<file path="src/rtl/rsa_pkg.sv">
// RSA_pkg: shared RSA types and constants.
//   MOD_WIDTH      - width of msg, key and modulus
//   WORD_WIDTH     - width of one word on the loader input stream
//   KeyType        - one MOD_WIDTH operand
//   RSAModIn       - {msg, key, modulus} record consumed by the RSA core
//   loader_state_t - rsa_in_loader state encoding
package RSA_pkg;

    localparam int MOD_WIDTH  = 256;
    localparam int WORD_WIDTH = 32;

    typedef logic [MOD_WIDTH-1:0] KeyType;

    typedef struct packed {
        KeyType msg;
        KeyType key;
        KeyType modulus;
    } RSAModIn;

    typedef enum logic {
        LD_COLLECT = 1'b0,
        LD_SEND    = 1'b1
    } loader_state_t;

endpackage

</file>
<file path="src/rtl/rsa_in_loader.sv">
// rsa_in_loader: assembles a stream of WORD_WIDTH words into one RSAModIn
// record ({msg, key, modulus}) for the RSA core.
// Word order: all msg words, then key, then modulus; least-significant word
// of each field first.
// Ports:
//   clk     - clock, rising edge
//   rst     - asynchronous reset, active-low
//   i_valid - upstream word valid
//   i_ready - loader can accept a word this cycle
//   i_word  - upstream data word
//   o_valid - assembled record valid toward the RSA core
//   o_ready - RSA core accepts the record
//   o_out   - assembled record
// WORD_WIDTH must divide MOD_WIDTH exactly.
module rsa_in_loader
    import RSA_pkg::*;
#(
    parameter int WORD_WIDTH = RSA_pkg::WORD_WIDTH,
    parameter int MOD_WIDTH  = RSA_pkg::MOD_WIDTH
) (
    input  logic                  clk,
    input  logic                  rst,
    input  logic                  i_valid,
    output logic                  i_ready,
    input  logic [WORD_WIDTH-1:0] i_word,
    output logic                  o_valid,
    input  logic                  o_ready,
    output RSAModIn               o_out
);

    localparam int WPF   = MOD_WIDTH / WORD_WIDTH;  // words per field
    localparam int N     = 3 * WPF;                 // words per record
    localparam int CNT_W = $clog2(N);
    localparam logic [CNT_W-1:0] LAST = CNT_W'(N - 1);

    loader_state_t         state;
    loader_state_t         state_next;
    logic [CNT_W-1:0]      cnt;
    logic [WORD_WIDTH-1:0] words [N];
    logic [3*MOD_WIDTH-1:0] flat;

    always_ff @(posedge clk or negedge rst) begin
        if (!rst) begin
            state <= LD_COLLECT;
        end else begin
            state <= state_next;
        end
    end

    // i_ready and o_valid depend only on the registered state, so o_ready
    // never reaches i_ready combinationally.
    always_comb begin
        state_next = state;
        i_ready    = 1'b0;
        o_valid    = 1'b0;
        case (state)
            LD_COLLECT: begin
                i_ready = 1'b1;
                if (i_valid && (cnt == LAST)) begin
                    state_next = LD_SEND;
                end
            end
            LD_SEND: begin
                o_valid = 1'b1;
                if (o_ready) begin
                    state_next = LD_COLLECT;
                end
            end
            default: state_next = LD_COLLECT;
        endcase
    end

    // Slots are not cleared between records; every slot is rewritten before
    // the next record is presented.
    always_ff @(posedge clk or negedge rst) begin
        if (!rst) begin
            cnt <= '0;
            for (int i = 0; i < N; i++) begin
                words[i] <= '0;
            end
        end else if (i_valid && i_ready) begin
            words[cnt] <= i_word;
            cnt        <= (cnt == LAST) ? '0 : cnt + CNT_W'(1);
        end
    end

    // Stream slot g is word (g % WPF) of field (g / WPF); field 0 (msg) sits
    // in the most significant third of the packed record.
    for (genvar g = 0; g < N; g++) begin : g_slot
        localparam int F = g / WPF;
        localparam int K = g % WPF;
        assign flat[(2 - F) * MOD_WIDTH + K * WORD_WIDTH +: WORD_WIDTH] = words[g];
    end

    assign o_out = RSAModIn'(flat);

endmodule

</file>
<file path="config.mk">
export PLATFORM = sky130hd
export DESIGN_NAME = rsa_in_loader
export DESIGN_NICKNAME = d
export VERILOG_FILES = /design/src/rtl/rsa_pkg.sv /design/src/rtl/rsa_in_loader.sv
export SDC_FILE = /design/constraint.sdc
export NUM_CORES = 1
export LEC_CHECK = 0
export CORE_ASPECT_RATIO = 0.8
export CORE_MARGIN = 10
export CORE_UTILIZATION = 35
export DETAILED_ROUTE_END_ITERATION = 12
export GPL_ROUTABILITY_DRIVEN = 0
export GPL_TIMING_DRIVEN = 0
export PLACE_DENSITY = 0.65
export SLEW_MARGIN = 20
export SYNTH_ARGS = -nofsm -noshare
export SYNTH_HDL_FRONTEND = slang
export SYNTH_SLANG_ARGS = --single-unit
</file>
<file path="constraint.sdc">
create_clock -name clk -period 4.2 [get_ports clk]
set_clock_uncertainty 0.2 [all_clocks]
set_input_delay 0.42 -clock clk [delete_from_list [all_inputs] [get_ports clk]]
set_output_delay 0.42 -clock clk [all_outputs]
set_load 0.02 [all_outputs]
</file>
==> run_summary.xml <==
<?xml version="1.0" encoding="UTF-8"?>
<metrics>
  <group name="status">
    <metric name="run_status" unit="">complete, no violations</metric>
  </group>
  <group name="route">
    <metric name="viasPerCell" unit="">4.87</metric>
    <metric name="drt_iter0_markers" unit="">815</metric>
    <metric name="num_vias" unit="">18585</metric>
    <metric name="drt-total-wl" unit="um">106000</metric>
    <metric name="route.detailed.wl_per_inst" unit="um">27.8</metric>
    <metric name="detailedRoute.firstPassIterationCount" unit="">4</metric>
    <metric name="drt.antenna.violating_nets" unit="">0</metric>
    <metric name="post-route-drc-count" unit="">0</metric>
  </group>
  <group name="placed_design">
    <metric name="postPlaceCellArea" unit="mm2">0.0387</metric>
    <metric name="pre_cts_slack" unit="ns">0.750</metric>
    <metric name="port_buffers" unit="">805</metric>
    <metric name="dp_hpwl" unit="um">81400</metric>
    <metric name="dpl.cell_count" unit="">3671</metric>
  </group>
  <group name="die">
    <metric name="rows" unit="">94</metric>
    <metric name="floorplan.initialDensity" unit="%">35.3</metric>
    <metric name="io_pins" unit="">806</metric>
    <metric name="die_width" unit="um">342</metric>
    <metric name="core_region_area" unit="mm2">0.0823</metric>
    <metric name="die-area" unit="mm2">0.0951</metric>
    <metric name="die_height" unit="um">278</metric>
  </group>
  <group name="worst_setup_path">
    <metric name="worst_r2r_startpoint" unit="">cnt[1]$_DFFE_PN0P_</metric>
    <metric name="cp_max_fo" unit="">10</metric>
    <metric name="r2r-end" unit="">o_out[177]$_DFFE_PN0P_</metric>
    <metric name="timing.setup.critical_path_class" unit="">reg2reg</metric>
    <metric name="setup.reg_to_reg.worst_slack" unit="ns">1.12</metric>
    <metric name="critical_path.endpoint" unit="">o_out[177]$_DFFE_PN0P_</metric>
    <metric name="arrival" unit="ns">3.39</metric>
    <metric name="cp.required" unit="ns">4.51</metric>
    <metric name="cp_launch_type" unit="">flip-flop</metric>
    <metric name="timing.critical_path.from" unit="">cnt[1]$_DFFE_PN0P_</metric>
    <metric name="r2r.worst_path.cells" unit="">6</metric>
    <metric name="cp_endpoint_kind" unit="">flip-flop</metric>
  </group>
  <group name="yosys">
    <metric name="synth_nets" unit="">1796</metric>
    <metric name="yosys_register_bits" unit="">774</metric>
    <metric name="synth_top_flop_cell" unit="">sky130_fd_sc_hd__dfrtp_1</metric>
    <metric name="synth_warnings" unit="">0</metric>
    <metric name="synth.avg_cell_area" unit="um2">16.6</metric>
    <metric name="synth_cell_area" unit="mm2">0.0291</metric>
    <metric name="syn_inst" unit="">1755</metric>
    <metric name="synth.yosys.seq_area_share" unit="%">66.6</metric>
    <metric name="yosys.cell_types.count" unit="">29</metric>
    <metric name="postSynth.asyncResetShare" unit="%">100</metric>
    <metric name="synth_edf_count" unit="">0</metric>
  </group>
  <group name="min_path">
    <metric name="holdCritPathClass" unit="">in2async</metric>
  </group>
  <group name="sta">
    <metric name="worst_hold_slack" unit="ns">0.198</metric>
    <metric name="max_clock_freq" unit="MHz">325</metric>
    <metric name="grt_setup_unrepaired" unit="">false</metric>
    <metric name="finalMaxSlewViolations" unit="">0</metric>
    <metric name="period_share" unit="%">73.2</metric>
    <metric name="timing.max_slew.rel_slack" unit="%">28.5</metric>
    <metric name="finalCriticalPeriod" unit="ns">3.08</metric>
    <metric name="worst_slack" unit="ns">1.12</metric>
    <metric name="max_slew.worst_pin.slew" unit="ns">1.07</metric>
    <metric name="hold_viol" unit="">0</metric>
    <metric name="finalSetupViolations" unit="">0</metric>
    <metric name="setup-tns-final" unit="ns">0</metric>
  </group>
  <group name="grt">
    <metric name="global_route.usage.total" unit="%">21.6</metric>
    <metric name="grt_start_max_net_pins" unit="">107</metric>
    <metric name="wire_length_of_the_first_global_routing_pass" unit="um">151000</metric>
    <metric name="grt_overflow_total" unit="">0</metric>
    <metric name="grt_pass1_vias" unit="">20266</metric>
    <metric name="number_of_antenna_violations_at_the_first_check_in_global_routing" unit="">9</metric>
  </group>
  <group name="clock_tree">
    <metric name="post_cts.resized_instances" unit="">0</metric>
    <metric name="reg_clk_slew_reported_paths" unit="ns">0.06</metric>
    <metric name="clock_tree_from_tritoncts" unit="">done</metric>
    <metric name="clkSinkCount" unit="">774</metric>
    <metric name="clk_root_buffer_cell" unit="">sky130_fd_sc_hd__clkbuf_16</metric>
    <metric name="cts_buffer_depth" unit="">3</metric>
    <metric name="htree_levels" unit="">3</metric>
    <metric name="clk_latency" unit="ns">0.61</metric>
    <metric name="tritoncts.num_buffers" unit="">82</metric>
  </group>
  <group name="cells_and_area">
    <metric name="drive_above_1_share" unit="%">32.9</metric>
    <metric name="nets" unit="">2693</metric>
    <metric name="finalInstanceArea" unit="mm2">0.0415</metric>
    <metric name="area_delta_synth_final" unit="%">42.5</metric>
    <metric name="final_cells" unit="">3818</metric>
  </group>
  <group name="pwr">
    <metric name="leakagePower" unit="nW">18.7</metric>
    <metric name="ir_worst_vdd" unit="mV">0.477</metric>
    <metric name="power_density" unit="mW/mm2">842</metric>
  </group>
  <group name="run">
    <metric name="max_cap_viol_count" unit="">0</metric>
  </group>
</metrics>
[cells by family after synthesis]
logic type | share of synthesized area (%)
XOR/XNOR | 0.0602
flip-flops | 66.6
multiplexers | 29.7
buffers and inverters | 2.24
adder cells (fa/ha/maj) | 0.215
AND/OR/NAND/NOR | 1.09
AO/OA/AOI/OAI | 0.120
[worst min-delay path by stage]
stage / start / cells after the start / endpoint
after floorplan: rst / 0 / cnt[0]$_DFFE_PN0P_
after global placement: o_out[536]$_DFFE_PN0P_ / 1 / o_out[536]$_DFFE_PN0P_
after detailed placement: o_out[426]$_DFFE_PN0P_ / 1 / o_out[426]$_DFFE_PN0P_
after CTS: o_ready / 2 / state$_DFF_PN0_
after global routing: o_ready / 2 / state$_DFF_PN0_
final: rst / 2 / o_out[519]$_DFFE_PN0P_
[power breakdown]
group / switching [mW] / internal, mW
clock network: 3.00 / 4.33
registers: 1.76 / 10.5
logic: 7.83 / 7.49
total: 12.6 / 22.3
[area by class of cell]
cell class	count	area [um2]
clock buffers	118	2340
multi-input cells	834	9080
plain buffers	144	641
repair buffers	813	8270
flip-flops and latches	774	19400
diodes	1	2.50
inverters	3	11.3
well taps	1104	1380
fillers	6878	40900
clock inverters	27	384
[Yosys cell counts, types with 2 or more instances]
library cell,count,area (um2)
sky130_fd_sc_hd__nand3b_1,3,22.5
sky130_fd_sc_hd__nand3_1,4,20.0
sky130_fd_sc_hd__inv_1,3,11.3
sky130_fd_sc_hd__nand2_1,14,52.6
sky130_fd_sc_hd__clkbuf_1,69,259
sky130_fd_sc_hd__dfrtp_1,774,19400
sky130_fd_sc_hd__nor2_1,10,37.5
sky130_fd_sc_hd__ha_1,5,62.6
sky130_fd_sc_hd__buf_4,6,45.0
sky130_fd_sc_hd__mux2_2,687,7740
sky130_fd_sc_hd__o21ai_0,3,15.0
sky130_fd_sc_hd__buf_2,62,310
sky130_fd_sc_hd__nor4b_1,2,17.5
sky130_fd_sc_hd__buf_1,7,26.3
sky130_fd_sc_hd__or3_1,2,12.5
sky130_fd_sc_hd__nor4bb_1,2,20.0
sky130_fd_sc_hd__nor2b_1,3,18.8
sky130_fd_sc_hd__mux2_1,81,912
sky130_fd_sc_hd__nor2_2,3,18.8
sky130_fd_sc_hd__nor3_2,4,40.0
sky130_fd_sc_hd__or4_1,2,15.0
sky130_fd_sc_hd__nand4bb_1,2,22.5
[flip-flops by register name, summed over array words and instances (netlist names)]
| name | flops |
|---|---|
| state | 1 |
| cnt | 5 |
| o_out | 768 |
[metal layers]
metal | global-route usage [%] | up-vias | wire, um
met5 | 0 | - | 13
met1 | 25.5 | 9837 | 41800
met3 | 8.62 | 145 | 10100
met2 | 35.8 | 668 | 50900
li1 | - | 7933 | -
met4 | 6.89 | 2 | 3350
[worst max-delay path, stage by stage (launching register included)]
cell,delay (ns)
sky130_fd_sc_hd__dfrtp_1,0.42
sky130_fd_sc_hd__inv_1,0.12
sky130_fd_sc_hd__ha_1,0.22
sky130_fd_sc_hd__nand2_1,0.18
sky130_fd_sc_hd__nor2_1,0.86
sky130_fd_sc_hd__buf_2,0.56
sky130_fd_sc_hd__mux2_2,0.39
[cells in the final DEF, fill, tap and decap left out, types with 4 or more instances in the layout]
master	instances
sky130_fd_sc_hd__clkdlybuf4s50_1	804
sky130_fd_sc_hd__dfrtp_1	774
sky130_fd_sc_hd__mux2_2	687
sky130_fd_sc_hd__clkbuf_1	92
sky130_fd_sc_hd__clkbuf_16	84
sky130_fd_sc_hd__mux2_1	81
sky130_fd_sc_hd__buf_2	62
sky130_fd_sc_hd__nand2_1	14
sky130_fd_sc_hd__clkbuf_8	11
sky130_fd_sc_hd__nor2_1	10
sky130_fd_sc_hd__clkinv_2	8
sky130_fd_sc_hd__buf_1	7
sky130_fd_sc_hd__bufinv_16	7
sky130_fd_sc_hd__buf_16	7
sky130_fd_sc_hd__buf_4	6
sky130_fd_sc_hd__ha_1	5
sky130_fd_sc_hd__nand3_1	4
sky130_fd_sc_hd__nor3_2	4
sky130_fd_sc_hd__clkinvlp_4	4
[what timing repair did]
item | 4_1_cts | 5_1_grt
hold buffers | 1 | 0
setup buffers | 0 | 0
endpoints found under the hold margin | 89 | 0
[per-stage QoR]
stage                     power, mW  utilization [%]
after global routing           36.4             50.4
after global placement         27.6             46.8
after detailed placement       27.9             47.1
after floorplan                19.1                -
final                          34.9             50.4
after CTS                      35.3             50.4
(Power assumes the default switching activity.)
